<file path="src/rtl/instr_prefetch_queue_if.sv">
// Prefetch-queue bus bundle: memory fetch port, redirect port and the CPU-facing
// instruction stream.
//   master : view used by the prefetch queue itself (drives mem_sel and instr_*).
//   slave  : view used by the memory/CPU side (drives mem_out, redirect*, instr_ready).
//   mem_sel/mem_out        : word fetch address and returned word (one edge later)
//   redirect/redirect_pc   : flush and restart fetching at redirect_pc
//   instr_out/instr_pc     : head instruction word and its byte address
//   instr_valid/instr_ready: head handshake
//   count                  : occupied queue entries
interface instr_prefetch_queue_if #(
    parameter int unsigned DEPTH = 4
);
    localparam int unsigned CntW = $clog2(DEPTH) + 1;

    logic [31:0]     mem_sel;
    logic [31:0]     mem_out;
    logic            redirect;
    logic [31:0]     redirect_pc;
    logic [31:0]     instr_out;
    logic [31:0]     instr_pc;
    logic            instr_valid;
    logic            instr_ready;
    logic [CntW-1:0] count;

    modport master (
        output mem_sel,
        output instr_out,
        output instr_pc,
        output instr_valid,
        output count,
        input  mem_out,
        input  redirect,
        input  redirect_pc,
        input  instr_ready
    );

    modport slave (
        input  mem_sel,
        input  instr_out,
        input  instr_pc,
        input  instr_valid,
        input  count,
        output mem_out,
        output redirect,
        output redirect_pc,
        output instr_ready
    );
endinterface

</file>
<file path="src/rtl/instr_prefetch_queue.sv">
// Instruction prefetch queue between instruction memory and the CPU.
// Issues sequential word fetches on mem_sel, captures each returned word one edge
// later into a DEPTH-entry FIFO, and presents {instr_out, instr_pc} with a
// valid/ready handshake. A redirect flushes the queue and the in-flight request.
// Ports:
//   clock : rising-edge clock
//   reset : asynchronous active-high reset
//   bus   : instr_prefetch_queue_if.master (memory, redirect and CPU signals)
module instr_prefetch_queue #(
    parameter int unsigned DEPTH    = 4,
    parameter logic [31:0] RESET_PC = 32'h0000_0000
) (
    input logic                    clock,
    input logic                    reset,
    instr_prefetch_queue_if.master bus
);
    localparam int unsigned   PtrW     = $clog2(DEPTH);
    localparam int unsigned   CntW     = PtrW + 1;
    localparam logic [CntW:0] DepthOcc = (CntW + 1)'(DEPTH);

    logic [31:0]     fetch_pc_q, fetch_pc_d;
    logic [31:0]     req_pc_q, req_pc_d;
    logic            in_flight_q, in_flight_d;
    logic [PtrW-1:0] head_q, head_d;
    logic [PtrW-1:0] tail_q, tail_d;
    logic [CntW-1:0] count_q, count_d;
    logic [31:0]     instr_mem_q [DEPTH];
    logic [31:0]     pc_mem_q    [DEPTH];

    logic [CntW:0] occupancy;
    logic          issue;
    logic          push;
    logic          pop;
    logic          valid;
    logic          unused_pc_bits;

    assign unused_pc_bits = ^bus.redirect_pc[1:0];

    // Reserve a slot for the outstanding request so a push can never hit a full queue.
    assign occupancy = {1'b0, count_q} + {{CntW{1'b0}}, in_flight_q};
    assign issue     = !bus.redirect && (occupancy < DepthOcc);
    assign push      = in_flight_q && !bus.redirect;
    assign valid     = (count_q != '0);
    assign pop       = valid && bus.instr_ready && !bus.redirect;

    always_comb begin
        fetch_pc_d  = fetch_pc_q;
        req_pc_d    = req_pc_q;
        in_flight_d = 1'b0;
        head_d      = head_q;
        tail_d      = tail_q;
        count_d     = count_q;
        if (bus.redirect) begin
            fetch_pc_d = {bus.redirect_pc[31:2], 2'b00};
            head_d     = '0;
            tail_d     = '0;
            count_d    = '0;
        end else begin
            if (issue) begin
                in_flight_d = 1'b1;
                req_pc_d    = fetch_pc_q;
                fetch_pc_d  = fetch_pc_q + 32'd4;
            end
            if (push) begin
                tail_d = tail_q + 1'b1;
            end
            if (pop) begin
                head_d = head_q + 1'b1;
            end
            unique case ({push, pop})
                2'b10:   count_d = count_q + 1'b1;
                2'b01:   count_d = count_q - 1'b1;
                default: count_d = count_q;
            endcase
        end
    end

    always_ff @(posedge clock or posedge reset) begin
        if (reset) begin
            fetch_pc_q  <= RESET_PC;
            req_pc_q    <= '0;
            in_flight_q <= 1'b0;
            head_q      <= '0;
            tail_q      <= '0;
            count_q     <= '0;
        end else begin
            fetch_pc_q  <= fetch_pc_d;
            req_pc_q    <= req_pc_d;
            in_flight_q <= in_flight_d;
            head_q      <= head_d;
            tail_q      <= tail_d;
            count_q     <= count_d;
        end
    end

    // Entries are cleared on reset so the head read is all-zero until the first push.
    always_ff @(posedge clock or posedge reset) begin
        if (reset) begin
            for (int i = 0; i < DEPTH; i++) begin
                instr_mem_q[i] <= '0;
                pc_mem_q[i]    <= '0;
            end
        end else if (push) begin
            instr_mem_q[tail_q] <= bus.mem_out;
            pc_mem_q[tail_q]    <= req_pc_q;
        end
    end

    assign bus.mem_sel     = fetch_pc_q;
    assign bus.instr_out   = instr_mem_q[head_q];
    assign bus.instr_pc    = pc_mem_q[head_q];
    assign bus.instr_valid = valid;
    assign bus.count       = count_q;

    a_no_push_when_full: assert property (
        @(posedge clock) disable iff (reset) !(push && (count_q == DepthOcc[CntW-1:0]))
    );
endmodule

</file>
<file path="src/flat_wrapper.sv">
// flat-port wrapper written by rule: the top's interface ports become plain ports
module instr_prefetch_queue_flat 
#(
    parameter int unsigned DEPTH    = 4,
    parameter logic [31:0] RESET_PC = 32'h0000_0000
)
  (clock, reset, bus_mem_sel, bus_instr_out, bus_instr_pc, bus_instr_valid, bus_count, bus_mem_out, bus_redirect, bus_redirect_pc, bus_instr_ready);
  instr_prefetch_queue_if #(.DEPTH(DEPTH)) bus_i ();
  input logic clock;
  input logic reset;
  output wire logic [$bits(bus_i.mem_sel)-1:0] bus_mem_sel;
  output wire logic [$bits(bus_i.instr_out)-1:0] bus_instr_out;
  output wire logic [$bits(bus_i.instr_pc)-1:0] bus_instr_pc;
  output wire logic [$bits(bus_i.instr_valid)-1:0] bus_instr_valid;
  output wire logic [$bits(bus_i.count)-1:0] bus_count;
  input wire logic [$bits(bus_i.mem_out)-1:0] bus_mem_out;
  input wire logic [$bits(bus_i.redirect)-1:0] bus_redirect;
  input wire logic [$bits(bus_i.redirect_pc)-1:0] bus_redirect_pc;
  input wire logic [$bits(bus_i.instr_ready)-1:0] bus_instr_ready;
  assign bus_mem_sel = bus_i.mem_sel;
  assign bus_instr_out = bus_i.instr_out;
  assign bus_instr_pc = bus_i.instr_pc;
  assign bus_instr_valid = bus_i.instr_valid;
  assign bus_count = bus_i.count;
  assign bus_i.mem_out = bus_mem_out;
  assign bus_i.redirect = bus_redirect;
  assign bus_i.redirect_pc = bus_redirect_pc;
  assign bus_i.instr_ready = bus_instr_ready;
  instr_prefetch_queue #(.DEPTH(DEPTH), .RESET_PC(RESET_PC)) u_core (.clock(clock), .reset(reset), .bus(bus_i));
endmodule
</file>
<file path="config.mk">
export PLATFORM = sky130hd
export DESIGN_NAME = instr_prefetch_queue_flat
export DESIGN_NICKNAME = d
export VERILOG_FILES = /design/src/rtl/instr_prefetch_queue_if.sv /design/src/rtl/instr_prefetch_queue.sv /design/src/flat_wrapper.sv
export SDC_FILE = /design/constraint.sdc
export NUM_CORES = 1
export LEC_CHECK = 0
export ABC_AREA = 1
export BUFFER_PORTS_ARGS = -buffer_cell sky130_fd_sc_hd__buf_4
export CAP_MARGIN = 10
export CORE_ASPECT_RATIO = 1.75
export CORE_MARGIN = 2
export CORE_UTILIZATION = 53
export DETAILED_ROUTE_END_ITERATION = 12
export PLACE_DENSITY = 0.74
export SETUP_SLACK_MARGIN = 0.05
export SYNTH_ARGS = -nofsm -noshare
export SYNTH_HDL_FRONTEND = slang
export SYNTH_SLANG_ARGS = --single-unit
</file>
<file path="constraint.sdc">
create_clock -name clock -period 11.1 [get_ports clock]
set_input_delay 2.22 -clock clock [delete_from_list [all_inputs] [get_ports clock]]
set_output_delay 2.22 -clock clock [all_outputs]
set_load 0.01 [all_outputs]
</file>
==> impl_results.rst, run 1 <==
.. list-table::
   :header-rows: 1

   * - Metric
     - Value
   * - Ratio of cells with drive above 1 in the final layout
     - 13.72%
   * - Diode insertion count for antenna repair
     - 0
   * - Outcome
     - complete, no violations
   * - Summed instance area of the synthesized netlist
     - 14440 um2
   * - Crit path capture type
     - output port
   * - Endpoint of the worst hold-timing path
     - u_core.instr_mem_q[91]
   * - Peak Freq
     - 180.4 MHz
   * - Post-cts hold buffer count
     - 0
   * - Inserted Clock Buffers
     - 28
   * - Pwr per Cell Area
     - 276.9 nW/um2
   * - Post-synth EDFFs
     - 0
   * - Mean instance size in the synthesized netlist
     - 8.505 um2
   * - GR Overflow Total
     - 0
   * - Reg2Reg Depth
     - 3
   * - Clock latency on the worst-skew pair
     - 0.55 ns
   * - Internal
     - 2.854 mW
   * - RSZ-0062 raised after global routing
     - no
   * - Worst endpoint required time
     - 8.88 ns
   * - Switching part of the total power
     - 37.11%
   * - Part of the total power dissipated in combinational logic
     - 35.3%
   * - Worst relative slew slack
     - 32.83%
   * - Share of synthesized area occupied by flip-flops and latches
     - 54.76%
   * - Origin of the critical flop-to-flop path
     - u_core.head_q[0]
   * - Type of the worst min-delay path
     - flip-flop to flip-flop
   * - Count of port buffers added during placement
     - 161
   * - Die H
     - 222.4 um
   * - Crit-path slowest cell
     - dfrtp_4
   * - Top cells by count, synth
     - nand2_1 (389), o21ai_0 (317), dfrtp_1 (316)
   * - Average wire per standard cell
     - 16.76 um
   * - First-pass GRT wire length
     - 58.55 mm
   * - Max-cap violation count
     - 0
   * - Static leakage
     - 7.969 nW
   * - Slowest Stage Delay on Critical Path
     - 0.74 ns
   * - Number of top-level pins
     - 168
   * - Area share of the largest cell type after synthesis
     - 54.76%
   * - Cell type with the highest aggregate area in the netlist
     - dfrtp_1
   * - Final setup violation count
     - 0
   * - Hold Vio Cnt, Final
     - 0
   * - DR iter-0 viols
     - 918
   * - Area enclosed by the die boundary
     - 28640 um2
   * - Total global-route track usage
     - 25.27%
   * - Via total after detailed routing
     - 12001
   * - Period utilization
     - 49.93%
   * - Number of cells produced by synthesis
     - 1698
   * - CP Class
     - flip-flop to output port
   * - Final Critical Period
     - 5.542 ns
   * - Detailed-placement wirelength estimate
     - 21.65 mm
   * - Cell count after placement
     - 2090
   * - Portion of total power attributed to the clock network
     - 21.4%
   * - Dominant register cell in the synthesized netlist
     - dfrtp_1
   * - Length of the first detailed-routing pass in iterations
     - 5
   * - Net count, final
     - 1866
   * - Worst reg-to-reg setup slack
     - 8.76 ns
   * - Weighted congestion at the end of routability-driven global placement
     - 0.8823
   * - Floorplan die width
     - 128.8 um
   * - Crit-path most repeated cell
     - buf_4
   * - Final Non-Filler Cells
     - 2135
   * - Crit-path max FO
     - 77
   * - Worst Hold Depth
     - 2
   * - Worst-path cell chain
     - inv_4, buf_4, o21ai_0, o22ai_1, buf_4
   * - Number of cell rows
     - 80
   * - Max-slew violations
     - 0
   * - Final routed wirelength across all metal layers
     - 35.78 mm
   * - Flop and latch count out of synthesis
     - 316
   * - Vias per std cell
     - 5.621
   * - DRC violation count after routing
     - 0
   * - Slew at the pin with the worst max-slew slack
     - 1.008 ns
   * - Depth of the CTS H-tree
     - 1
   * - Setup Fix Bufs, Post-CTS
     - 0
   * - Cell types occupying the most area after synthesis
     - dfrtp_1 (55%), o21ai_0 (11%), nand2_1 (10%)
   * - Total negative slack
     - 0 ns
   * - Initial cell density of the core
     - 53.44%
   * - Cell with the most instances after synthesis
     - nand2_1
   * - Area growth from synthesis to layout
     - 13.47%
   * - Netlist cell types
     - 36
   * - Worst Clk Skew
     - 0.007602 ns
   * - Share of flip-flops with an asynchronous set or reset after synthesis
     - 100.0%
   * - Worst EP arrival
     - 3.32 ns
   * - CTS tree
     - yes
   * - Number of buffers on the longest clock path
     - 3
   * - Beginning of the worst hold path
     - u_core.instr_mem_q[91]
   * - Buffer type at the clock tree root
     - clkbuf_16
   * - Antenna violation net count after detailed routing
     - 0
   * - Clock transition at the registers of the reported paths
     - 0.06 ns
   * - Pin count of the biggest net entering global routing
     - 111
   * - Post-cts resize count
     - 0
   * - P_sw
     - 1.684 mW
   * - TritonCTS Sinks
     - 316
   * - Relative contribution of sequential cells to total power
     - 43.3%
   * - Number of antenna violations at the first check in global routing
     - 0
   * - Vias in the first global route
     - 11598
   * - Core region area
     - 27030 um2
   * - Worst supply voltage drop on vdd
     - 0.1438 mV
   * - Startpoint type of the worst setup path
     - flip-flop
   * - Endpoint of the worst-slack reg-to-reg timing path
     - u_core.head_q[0]
   * - Number of warnings reported in the yosys synthesis log
     - 0
## sequential cells by signal (all words and copies together), names as in the netlist
register            count
u_core.req_pc_q        30
u_core.tail_q           2
u_core.bus.mem_sel     30
u_core.bus.count        3
u_core.pc_mem_q       120
u_core.in_flight_q      1
u_core.instr_mem_q    128
u_core.head_q           2
## power by group through the flow
stage / clock (mW) / sequential [mW] / combinational, mW
after floorplan: 0 / 1.89 / 1.05
after global placement: 0 / 1.95 / 1.57
after detailed placement: 0 / 1.97 / 1.61
after CTS: 0.983 / 1.96 / 1.62
after global routing: 1.03 / 2.03 / 1.81
final: 0.970 / 1.97 / 1.60
## cell type report
| class | count | area (um2) |
|---|---|---|
| Clock inverter | 3 | 45.04 |
| Fill cell | 2429 | 10640 |
| Clock buffer | 42 | 854.6 |
| Multi-Input combinational cell | 1165 | 5449 |
| Timing Repair Buffer | 173 | 1299 |
| Tap cell | 328 | 410.4 |
| Inverter | 108 | 416.7 |
| Sequential cell | 316 | 7913 |
## per-stage QoR
stage | instance area (um2) | util [%] | power (mW) | setup WS (ns) | hold slack (ns)
floorplan | 14450 | - | 2.941 | 0.1371 | 0.4478
global placement | 15490 | 57.31 | 3.520 | 6.144 | 0.4613
detailed placement | 15490 | 57.31 | 3.582 | 6.136 | 0.4674
CTS | 16390 | 60.63 | 4.562 | 5.553 | 0.4826
global route | 16390 | 60.63 | 4.859 | 5.357 | 0.4992
finish | 16390 | 60.63 | 4.538 | 5.558 | 0.4787
## placed cells by master, fill, tap and decap left out, types with 2 or more instances in the layout
master,n
nand4_1,9
clkbuf_8,8
o21ai_0,317
buf_4,173
ha_1,5
o21ai_1,94
nand2_2,4
xor2_1,5
nor2_4,6
o22ai_1,62
xnor2_1,3
nand2_4,6
o211ai_1,8
nand3b_1,6
nand2_1,389
clkbuf_1,5
nor2_2,5
inv_1,99
nand3_1,33
a21oi_1,18
clkbuf_16,29
nor3_1,3
clkinvlp_4,2
inv_2,6
nor2_1,180
conb_1,4
dfrtp_1,314
## metal layers
metal  up-vias  wire length (um)  GRT usage [%]
li1       5762                 -              -
met5         -                 0              0
met4         0              1162          9.151
met2       364             18140          44.72
met1      5807             14590          31.82
met3        68              1890          2.601
## cell families (layout without fill, tap and decap cells)
logic type / Yosys count / count (layout) / share of synthesized area, %
flip-flops: 316 / 316 / 54.76
other: 1 / 4 / 0.02597
AO/OA/AOI/OAI: 503 / 503 / 18.18
AND/OR/NAND/NOR: 644 / 644 / 18.39
XOR/XNOR: 8 / 8 / 0.4852
adder cells (fa/ha/maj): 6 / 6 / 0.5718
buffers and inverters: 220 / 326 / 7.590
## worst max-delay path: cells and delay by family, from the launching register on
family	cells	cell delay (ns)
buffers and inverters	3	1.45
flip-flops	1	0.74
AO/OA/AOI/OAI	2	0.53
## worst max-delay path by stage
stage                          end             start
5_1_grt            bus_instr_pc[9]  u_core.head_q[0]
6_report          bus_instr_pc[10]  u_core.head_q[0]
4_1_cts           bus_instr_pc[10]  u_core.head_q[0]
3_3_place_gp      bus_instr_pc[10]  u_core.head_q[0]
2_1_floorplan  u_core.bus.count[0]             reset
3_5_place_dp      bus_instr_pc[10]  u_core.head_q[0]
Power figures use the tool's default switching activity.
==> inputs of run 2 (changes only) <==
--- a/config.mk
+++ b/config.mk
@@ -5,12 +5,12 @@
 export SDC_FILE = /design/constraint.sdc
 export NUM_CORES = 1
 export LEC_CHECK = 0
-export ABC_AREA = 1
+export ABC_AREA = 0
 export BUFFER_PORTS_ARGS = -buffer_cell sky130_fd_sc_hd__buf_4
 export CAP_MARGIN = 10
 export CORE_ASPECT_RATIO = 1.75
 export CORE_MARGIN = 2
-export CORE_UTILIZATION = 53
+export CORE_UTILIZATION = 55
 export DETAILED_ROUTE_END_ITERATION = 12
 export PLACE_DENSITY = 0.74
 export SETUP_SLACK_MARGIN = 0.05
==> constraint.sdc (replaced) <==
create_clock -name clock -period 5.5 [get_ports clock]
set_input_delay 1.1 -clock clock [delete_from_list [all_inputs] [get_ports clock]]
set_output_delay 1.1 -clock clock [all_outputs]
set_load 0.01 [all_outputs]
==> impl_results.rst, run 2 <==
.. list-table::
   :header-rows: 1

   * - Metric
     - Value
   * - Buffer type at the clock tree root
     - clkbuf_16
   * - DR iter-0 viols
     - 347 (-62%)
   * - Cell type with the highest aggregate area in the netlist
     - dfrtp_1
   * - Peak Freq
     - 269.0 MHz
   * - Origin of the critical flop-to-flop path
     - u_core.in_flight_q
   * - Most frequent standard cell in the layout excluding fill and tap cells
     - dfrtp_1
   * - Hold Vio Cnt, Final
     - 0 (unchanged)
   * - Worst-path cell chain
     - buf_4, mux4_2, buf_4
   * - Static leakage
     - 7.310 nW (-8.3%)
   * - Pin count of the biggest net entering global routing
     - 159 (+43%)
   * - Worst setup slack after layout
     - 1.782 ns (-3.776 ns)
   * - Vias in the first global route
     - 8860 (-24%)
   * - Type of the worst min-delay path
     - flip-flop to flip-flop
   * - Net count, final
     - 1132 (-39%)
   * - Core region area
     - 25050 um2 (-7.3%)
   * - Max-cap violation count
     - 0 (unchanged)
   * - Max-slew violations
     - 0 (unchanged)
   * - Final Non-Filler Cells
     - 1394 (-35%)
   * - RSZ-0062 raised after global routing
     - no
   * - Endpoint of the worst-slack reg-to-reg timing path
     - u_core.instr_mem_q[89]
   * - DRC violation count after routing
     - 0 (unchanged)
   * - Ratio of cells with drive above 1 in the final layout
     - 52.50% (+39 points)
   * - Share of synthesized area occupied by flip-flops and latches
     - 56.72% (+2.0 points)
   * - Area enclosed by the die boundary
     - 26690 um2 (-6.8%)
   * - Reg2Reg Depth
     - 3 (unchanged)
   * - Worst supply voltage drop on vdd
     - 0.2984 mV (+110%)
   * - Number of warnings reported in the yosys synthesis log
     - 0 (unchanged)
   * - Summed instance area of the synthesized netlist
     - 13940 um2 (-3.5%)
   * - Diode insertion count for antenna repair
     - 0 (unchanged)
   * - Crit path capture type
     - output port
   * - Largest registers
     - u_core.instr_mem_q (128), u_core.pc_mem_q (120)
   * - Clock transition at the registers of the reported paths
     - 0.07 ns (about the same)
   * - Floorplan die width
     - 124.4 um (-3.4%)
   * - Launch point of the critical path
     - u_core.head_q[0]
   * - Die H
     - 214.6 um (-3.5%)
   * - Crit-path slowest cell
     - dfrtp_4
   * - Weighted congestion at the end of routability-driven global placement
     - 0.7814 (-11%)
   * - Worst Clk Skew
     - 0.01358 ns (+0.005976 ns)
   * - Total negative slack
     - 0 ns (unchanged)
   * - Vias per std cell
     - 5.902 (+5.0%)
   * - Beginning of the worst hold path
     - u_core.pc_mem_q[55]
   * - Cell count after placement
     - 1343 (-36%)
   * - Average wire per standard cell
     - 21.31 um (+27%)
   * - Crit-path most repeated cell
     - buf_4
   * - Worst EP arrival
     - 2.62 ns (-0.70 ns)
   * - Commonest cells after routing, fill and taps aside
     - dfrtp_1 (314), mux2_2 (278), buf_4 (165)
   * - Share of flip-flops with an asynchronous set or reset after synthesis
     - 100.0% (unchanged)
   * - Slowest Stage Delay on Critical Path
     - 0.78 ns (+0.04 ns)
   * - Count of port buffers added during placement
     - 161 (unchanged)
   * - Total global-route track usage
     - 22.53% (-2.7 points)
   * - Length of the first detailed-routing pass in iterations
     - 4 (-1)
   * - Mean instance size in the synthesized netlist
     - 15.19 um2 (+79%)
   * - TritonCTS Sinks
     - 316 (unchanged)
   * - Initial cell density of the core
     - 55.66% (+2.2 points)
   * - CP Class
     - flip-flop to output port
   * - Max FFs per register
     - 128 (unchanged)
   * - Depth of the CTS H-tree
     - 1 (unchanged)
   * - Slew at the pin with the worst max-slew slack
     - 1.084 ns (+0.07686 ns)
   * - Period utilization
     - 67.60%
   * - Final Critical Period
     - 3.718 ns
   * - CTS tree
     - yes
   * - Worst relative slew slack
     - 27.71% (-5.1 points)
   * - Final routed wirelength across all metal layers
     - 29.71 mm (-17%)
   * - Area share of the largest cell type after synthesis
     - 56.72% (+2.0 points)
   * - Cell types occupying the most area after synthesis
     - dfrtp_1 (57%), mux2_2 (22%), mux4_2 (10%)
   * - First-pass GRT wire length
     - 48.21 mm (-18%)
   * - Total power of the final layout
     - 8.972 mW (+98%)
   * - GR Overflow Total
     - 0 (unchanged)
   * - Final setup violation count
     - 0 (unchanged)
   * - Dominant register cell in the synthesized netlist
     - dfrtp_1
   * - Worst reg-to-reg setup slack
     - 2.89 ns (-5.87 ns)
   * - Detailed-placement wirelength estimate
     - 17.83 mm (-18%)
   * - Cell with the most instances after synthesis
     - dfrtp_1
   * - Number of antenna violations at the first check in global routing
     - 0 (unchanged)
   * - Pwr per Cell Area
     - 545.5 nW/um2 (+97%)
   * - Number of cell rows
     - 77 (-3.8%)
   * - Pre-CTS setup slack
     - 2.043 ns (-4.093 ns)
   * - Outcome
     - complete, no violations
   * - Number of buffers on the longest clock path
     - 3 (unchanged)
   * - Startpoint type of the worst setup path
     - flip-flop
   * - Setup Fix Bufs, Post-CTS
     - 0 (unchanged)
   * - Worst endpoint required time
     - 4.40 ns (-4.48 ns)
   * - Post-synth EDFFs
     - 0 (unchanged)
   * - Flop and latch count out of synthesis
     - 316 (unchanged)
   * - Inserted Clock Buffers
     - 28 (unchanged)
   * - Netlist cell types
     - 43 (+19%)
   * - Largest reg by FF count
     - u_core.instr_mem_q
   * - Antenna violation net count after detailed routing
     - 0 (unchanged)
   * - Number of top-level pins
     - 168 (unchanged)
   * - Via total after detailed routing
     - 8228 (-31%)
   * - Post-cts hold buffer count
     - 0 (unchanged)
   * - Post-cts resize count
     - 0 (unchanged)
   * - Termination of the worst setup path
     - bus_instr_pc[24]
   * - Area growth from synthesis to layout
     - 17.97%
   * - Number of cells produced by synthesis
     - 918 (-46%)
   * - Number of inserted filler cells in the final layout
     - 1876 (-23%)
   * - Clock latency on the worst-skew pair
     - 0.55 ns (about the same)
   * - Top cells by count, synth
     - dfrtp_1 (316), mux2_2 (278), mux4_2 (62)
   * - Crit-path max FO
     - 24 (-69%)
   * - Finished Core Util
     - 65.66% (+5.0 points)
==> run 2: critical path, delay by kind of cell, from the launching register on <==
kind	cells	cell delay, ns
multiplexers	1	0.61
buffers and inverters	2	0.68
flip-flops	1	0.78
==> run 2: metrics by stage <==
stage	instance area [um2]	hold slack (ns)
after floorplan	13960	0.4739
after global placement	15400	0.4815
after detailed placement	15400	0.4869
after CTS	16440	0.5017
after global routing	16450	0.5083
final	16450	0.4999
==> run 2: cell families (layout without fill, tap and decap cells) <==
logic type | count (synthesis) | count (layout) | synth area share, %
mux | 343 | 343 | 32.68
other cells | 1 | 4 | 0.02690
xor+xnor | 14 | 14 | 0.8795
fa+ha+maj | 6 | 6 | 0.5923
compound gates | 50 | 50 | 2.297
simple gates | 119 | 119 | 4.649
buf+inv | 69 | 226 | 2.154
flops | 316 | 316 | 56.72
==> run 2: layer usage <==
metal  track usage (%)  vias up  part of all wire, %
met5                 0        -                    0
met4             6.742        0                  2.4
met3             3.343       39                  3.5
met2             40.46      163                   54
met1             28.26     4346                   40
li1                  -     3680                    -
==> run 2: area by class of cell <==
| cell class | instances | area, um2 | area share, % |
|---|---|---|---|
| Clock buffer | 38 | 819.5 | 4.983 |
| Clock inverter | 12 | 212.7 | 1.293 |
| Inverter | 8 | 33.78 | 0.2054 |
| Multi-Input combinational cell | 536 | 5781 | 35.15 |
| Sequential cell | 316 | 7915 | 48.12 |
| Tap cell | 316 | 395.4 | 2.404 |
| Timing Repair Buffer | 168 | 1290 | 7.843 |
==> run 2: how the worst min path moves through the flow <==
stage	slack, ns	end	cells past startpoint
2_1_floorplan	0.47	u_core.pc_mem_q[61]	1
3_3_place_gp	0.48	u_core.pc_mem_q[55]	1
3_5_place_dp	0.49	u_core.pc_mem_q[54]	1
4_1_cts	0.50	u_core.pc_mem_q[55]	1
5_1_grt	0.51	u_core.pc_mem_q[52]	1
6_report	0.50	u_core.pc_mem_q[55]	1
==> run 2: power breakdown <==
part	leakage, nW	internal [mW]	switching (mW)
Clock	0.509	1.32	0.859
Sequential	3.89	3.32	0.630
Combinational	2.91	1.79	1.05
Total	7.31	6.43	2.54
==> inputs of run 3 (changes only) <==
--- a/config.mk
+++ b/config.mk
@@ -10,9 +10,9 @@
 export CAP_MARGIN = 10
 export CORE_ASPECT_RATIO = 1.75
 export CORE_MARGIN = 2
-export CORE_UTILIZATION = 55
+export CORE_UTILIZATION = 53
 export DETAILED_ROUTE_END_ITERATION = 12
-export PLACE_DENSITY = 0.74
+export PLACE_DENSITY = 0.75
 export SETUP_SLACK_MARGIN = 0.05
 export SYNTH_ARGS = -nofsm -noshare
 export SYNTH_HDL_FRONTEND = slang
==> constraint.sdc (replaced) <==
create_clock -name clock -period 3.24 [get_ports clock]
set_input_delay 0.648 -clock clock [delete_from_list [all_inputs] [get_ports clock]]
set_output_delay 0.648 -clock clock [all_outputs]
set_load 0.01 [all_outputs]
==> impl_results.rst, run 3 (synthesis gave the netlist of run 2 again) <==
.. list-table::
   :header-rows: 1

   * - Metric
     - Value
   * - Relative contribution of sequential cells to total power
     - 44.4% (+0.4 points)
   * - Core region area
     - 25860 um2 (+3.2%)
   * - P_sw
     - 4.356 mW (+71%)
   * - Startpoint type of the worst setup path
     - flip-flop
   * - Final Non-Filler Cells
     - 1420 (+1.9%)
   * - Worst-path cell chain
     - buf_4, mux4_2, buf_4
   * - Number of top-level pins
     - 168 (unchanged)
   * - Number of buffers on the longest clock path
     - 3 (unchanged)
   * - Depth of the CTS H-tree
     - 1 (unchanged)
   * - DR iter-0 viols
     - 331 (-4.6%)
   * - Setup Fix Bufs, Post-CTS
     - 0 (unchanged)
   * - Largest reg by FF count
     - u_core.instr_mem_q
   * - Pin count of the biggest net entering global routing
     - 136 (-14%)
   * - CTS tree
     - yes
   * - TritonCTS Sinks
     - 316 (unchanged)
   * - Via total after detailed routing
     - 8301 (+0.89%)
   * - Number of cell rows
     - 78 (+1.3%)
   * - WHS
     - 0.3104 ns (-0.1895 ns)
   * - Area of combinational cells with multiple inputs
     - 5781 um2 (unchanged)
   * - Period utilization
     - 89.88%
   * - Type of the worst min-delay path
     - input pin to flip-flop
   * - Clock latency on the worst-skew pair
     - 0.55 ns (about the same)
   * - Max FFs per register
     - 128 (unchanged)
   * - Area growth from synthesis to layout
     - 18.96%
   * - RSZ-0062 raised after global routing
     - no
   * - Length of the first detailed-routing pass in iterations
     - 4 (unchanged)
   * - Pwr per Cell Area
     - 906.1 nW/um2 (+66%)
   * - Switching part of the total power
     - 28.99% (+0.67 points)
   * - Floorplan die width
     - 126.6 um (+1.8%)
   * - Internal
     - 10.67 mW (+66%)
   * - Post-cts resize count
     - 0 (unchanged)
   * - Max-slew violations
     - 0 (unchanged)
   * - Worst Clk Skew
     - 0.01440 ns (+0.0008238 ns)
   * - Crit-path max FO
     - 16 (-33%)
   * - Sequential cell area
     - 7915 um2 (unchanged)
   * - Clock transition at the registers of the reported paths
     - 0.06 ns (about the same)
   * - Diode insertion count for antenna repair
     - 0 (unchanged)
   * - Area enclosed by the die boundary
     - 27670 um2 (+3.7%)
   * - Critical path buffers and inverters
     - 2 (unchanged)
   * - Most frequent standard cell in the layout excluding fill and tap cells
     - dfrtp_1
   * - Portion of total power attributed to the clock network
     - 22.7% (-1.6 points)
   * - Crit-path slowest cell
     - dfrtp_4
   * - Weighted congestion at the end of routability-driven global placement
     - 0.7682 (-1.7%)
   * - Buffer type at the clock tree root
     - clkbuf_16
   * - Hold Vio Cnt, Final
     - 0 (unchanged)
   * - Largest registers
     - u_core.instr_mem_q (128), u_core.pc_mem_q (120)
   * - Crit path max-delay family
     - flip-flops
   * - Die H
     - 218.6 um (+1.8%)
   * - Placed instance area
     - 15620 um2 (+1.4%)
   * - Total power of the final layout
     - 15.03 mW (+67%)
   * - Worst supply voltage drop on vdd
     - 0.4964 mV (+66%)
   * - Total global-route track usage
     - 21.98% (-0.55 points)
   * - Detailed-placement wirelength estimate
     - 19.64 mm (+10%)
   * - Worst EP arrival
     - 2.26 ns (-0.36 ns)
   * - Crit path capture type
     - output port
   * - Number of inserted filler cells in the final layout
     - 1895 (+1.0%)
   * - Crit-path most repeated cell
     - buf_4
   * - DRC violation count after routing
     - 0 (unchanged)
   * - Average wire per standard cell
     - 21.08 um (-1.1%)
   * - Vias in the first global route
     - 8880 (+0.23%)
   * - Count of port buffers added during placement
     - 161 (unchanged)
   * - Final Cell Area
     - 16590 um2 (+0.84%)
   * - Antenna violation net count after detailed routing
     - 0 (unchanged)
   * - Peak Freq
     - 343.4 MHz
   * - Number of antenna violations at the first check in global routing
     - 0 (unchanged)
   * - CP Class
     - flip-flop to output port
   * - Outcome
     - complete, no violations
   * - Static leakage
     - 7.387 nW (+1.1%)
   * - Final routed wirelength across all metal layers
     - 29.94 mm (+0.78%)
   * - First-pass GRT wire length
     - 48.10 mm (-0.23%)
   * - Part of the total power dissipated in combinational logic
     - 32.9% (+1.2 points)
   * - Worst endpoint required time
     - 2.59 ns (-1.81 ns)
   * - Slew at the pin with the worst max-slew slack
     - 0.7603 ns (-0.3241 ns)
   * - Final Critical Period
     - 2.912 ns
   * - Commonest cells after routing, fill and taps aside
     - dfrtp_1 (314), mux2_2 (278), buf_4 (180)
   * - Final setup violation count
     - 0 (unchanged)
   * - Slowest Stage Delay on Critical Path
     - 0.64 ns (-0.14 ns)
   * - Vias per std cell
     - 5.846 (-0.96%)
   * - Initial cell density of the core
     - 53.91% (-1.8 points)
   * - Cell count after placement
     - 1367 (+1.8%)
   * - Worst relative slew slack
     - 49.31% (+22 points)
   * - Ratio of cells with drive above 1 in the final layout
     - 53.27% (+0.77 points)
   * - Inserted Clock Buffers
     - 28 (unchanged)
   * - Net count, final
     - 1152 (+1.8%)
   * - Max-cap violation count
     - 0 (unchanged)
   * - GR Overflow Total
     - 0 (unchanged)
==> run 3: cell types whose count changed in the layout (fill, tap and decap cells not counted) <==
cell | previous run | this run
clkbuf_1 | 3 | 4
clkinvlp_4 | 2 | 3
buf_12 | 2 | 7
bufinv_16 | 6 | 2
clkinv_4 | 0 | 2
clkinv_2 | 5 | 6
dlygate4sd3_1 | 0 | 1
buf_6 | 1 | 0
buf_4 | 165 | 180
inv_6 | 0 | 1
==> run 3: final cells by class <==
cell class | count | area share (%)
clock buffers | 39 | 4.964
repair buffers | 188 | 9.053
inverters | 8 | 0.2037
multi-input cells | 536 | 34.85
well taps | 320 | 2.414
flip-flops and latches | 316 | 47.72
clock inverters | 13 | 0.7921
==> run 3: stage by stage <==
step,util (%),setup TNS [ns],worst slack (ns)
after global placement,60.40,0,0.8150
after global routing,64.13,0,0.2165
after detailed placement,60.40,0,0.7476
final,64.13,0,0.3277
after floorplan,-,-511.56,-1.619
after CTS,64.13,0,0.2655
==> run 3: power groups by stage <==
stage | registers, mW | logic, mW | clock network [mW]
4_1_cts | 6.66 | 5.03 | 3.51
6_report | 6.67 | 4.94 | 3.42
3_3_place_gp | 6.63 | 4.89 | 0
5_1_grt | 6.88 | 5.32 | 3.66
3_5_place_dp | 6.74 | 5.02 | 0
2_1_floorplan | 6.36 | 3.38 | 0
==> run 3: repair_timing <==
action,CTS,global route
endpoints found under the hold margin,4,0
hold buffers,1,0
setup endpoints to repair,0,0
==> run 3: worst paths after layout <==
check | startpoint | end | slack, ns | depth (start not counted)
worst max register to register | u_core.bus.mem_sel[4] | u_core.bus.mem_sel[28] | 0.75 | 4
worst max-delay path | u_core.head_q[0] | bus_instr_out[17] | 0.33 | 3
worst min-delay path | bus_redirect_pc[10] | u_core.bus.mem_sel[10] | 0.31 | 3
min in group asynchronous | reset | u_core.instr_mem_q[72] | 0.58 | 3
max in group asynchronous | reset | u_core.head_q[1] | 1.67 | 4
worst min register to register | u_core.pc_mem_q[53] | u_core.pc_mem_q[53] | 0.50 | 1
==> run 3: worst register-to-register path, stage by stage, from the launching register on <==
cell     delay (ns)
dfrtp_1        0.45
nand4_1        0.32
or4_1          0.88
or4_1          0.61
a31oi_1        0.17
==> run 3: layer usage <==
layer  vias up  routed length, um  track usage [%]
li1       3731                  -                -
met1      4360              12110            27.59
met2       163              16070            39.55
met3        47               1051            2.815
met4         0                701            6.777
met5         -                  0                0
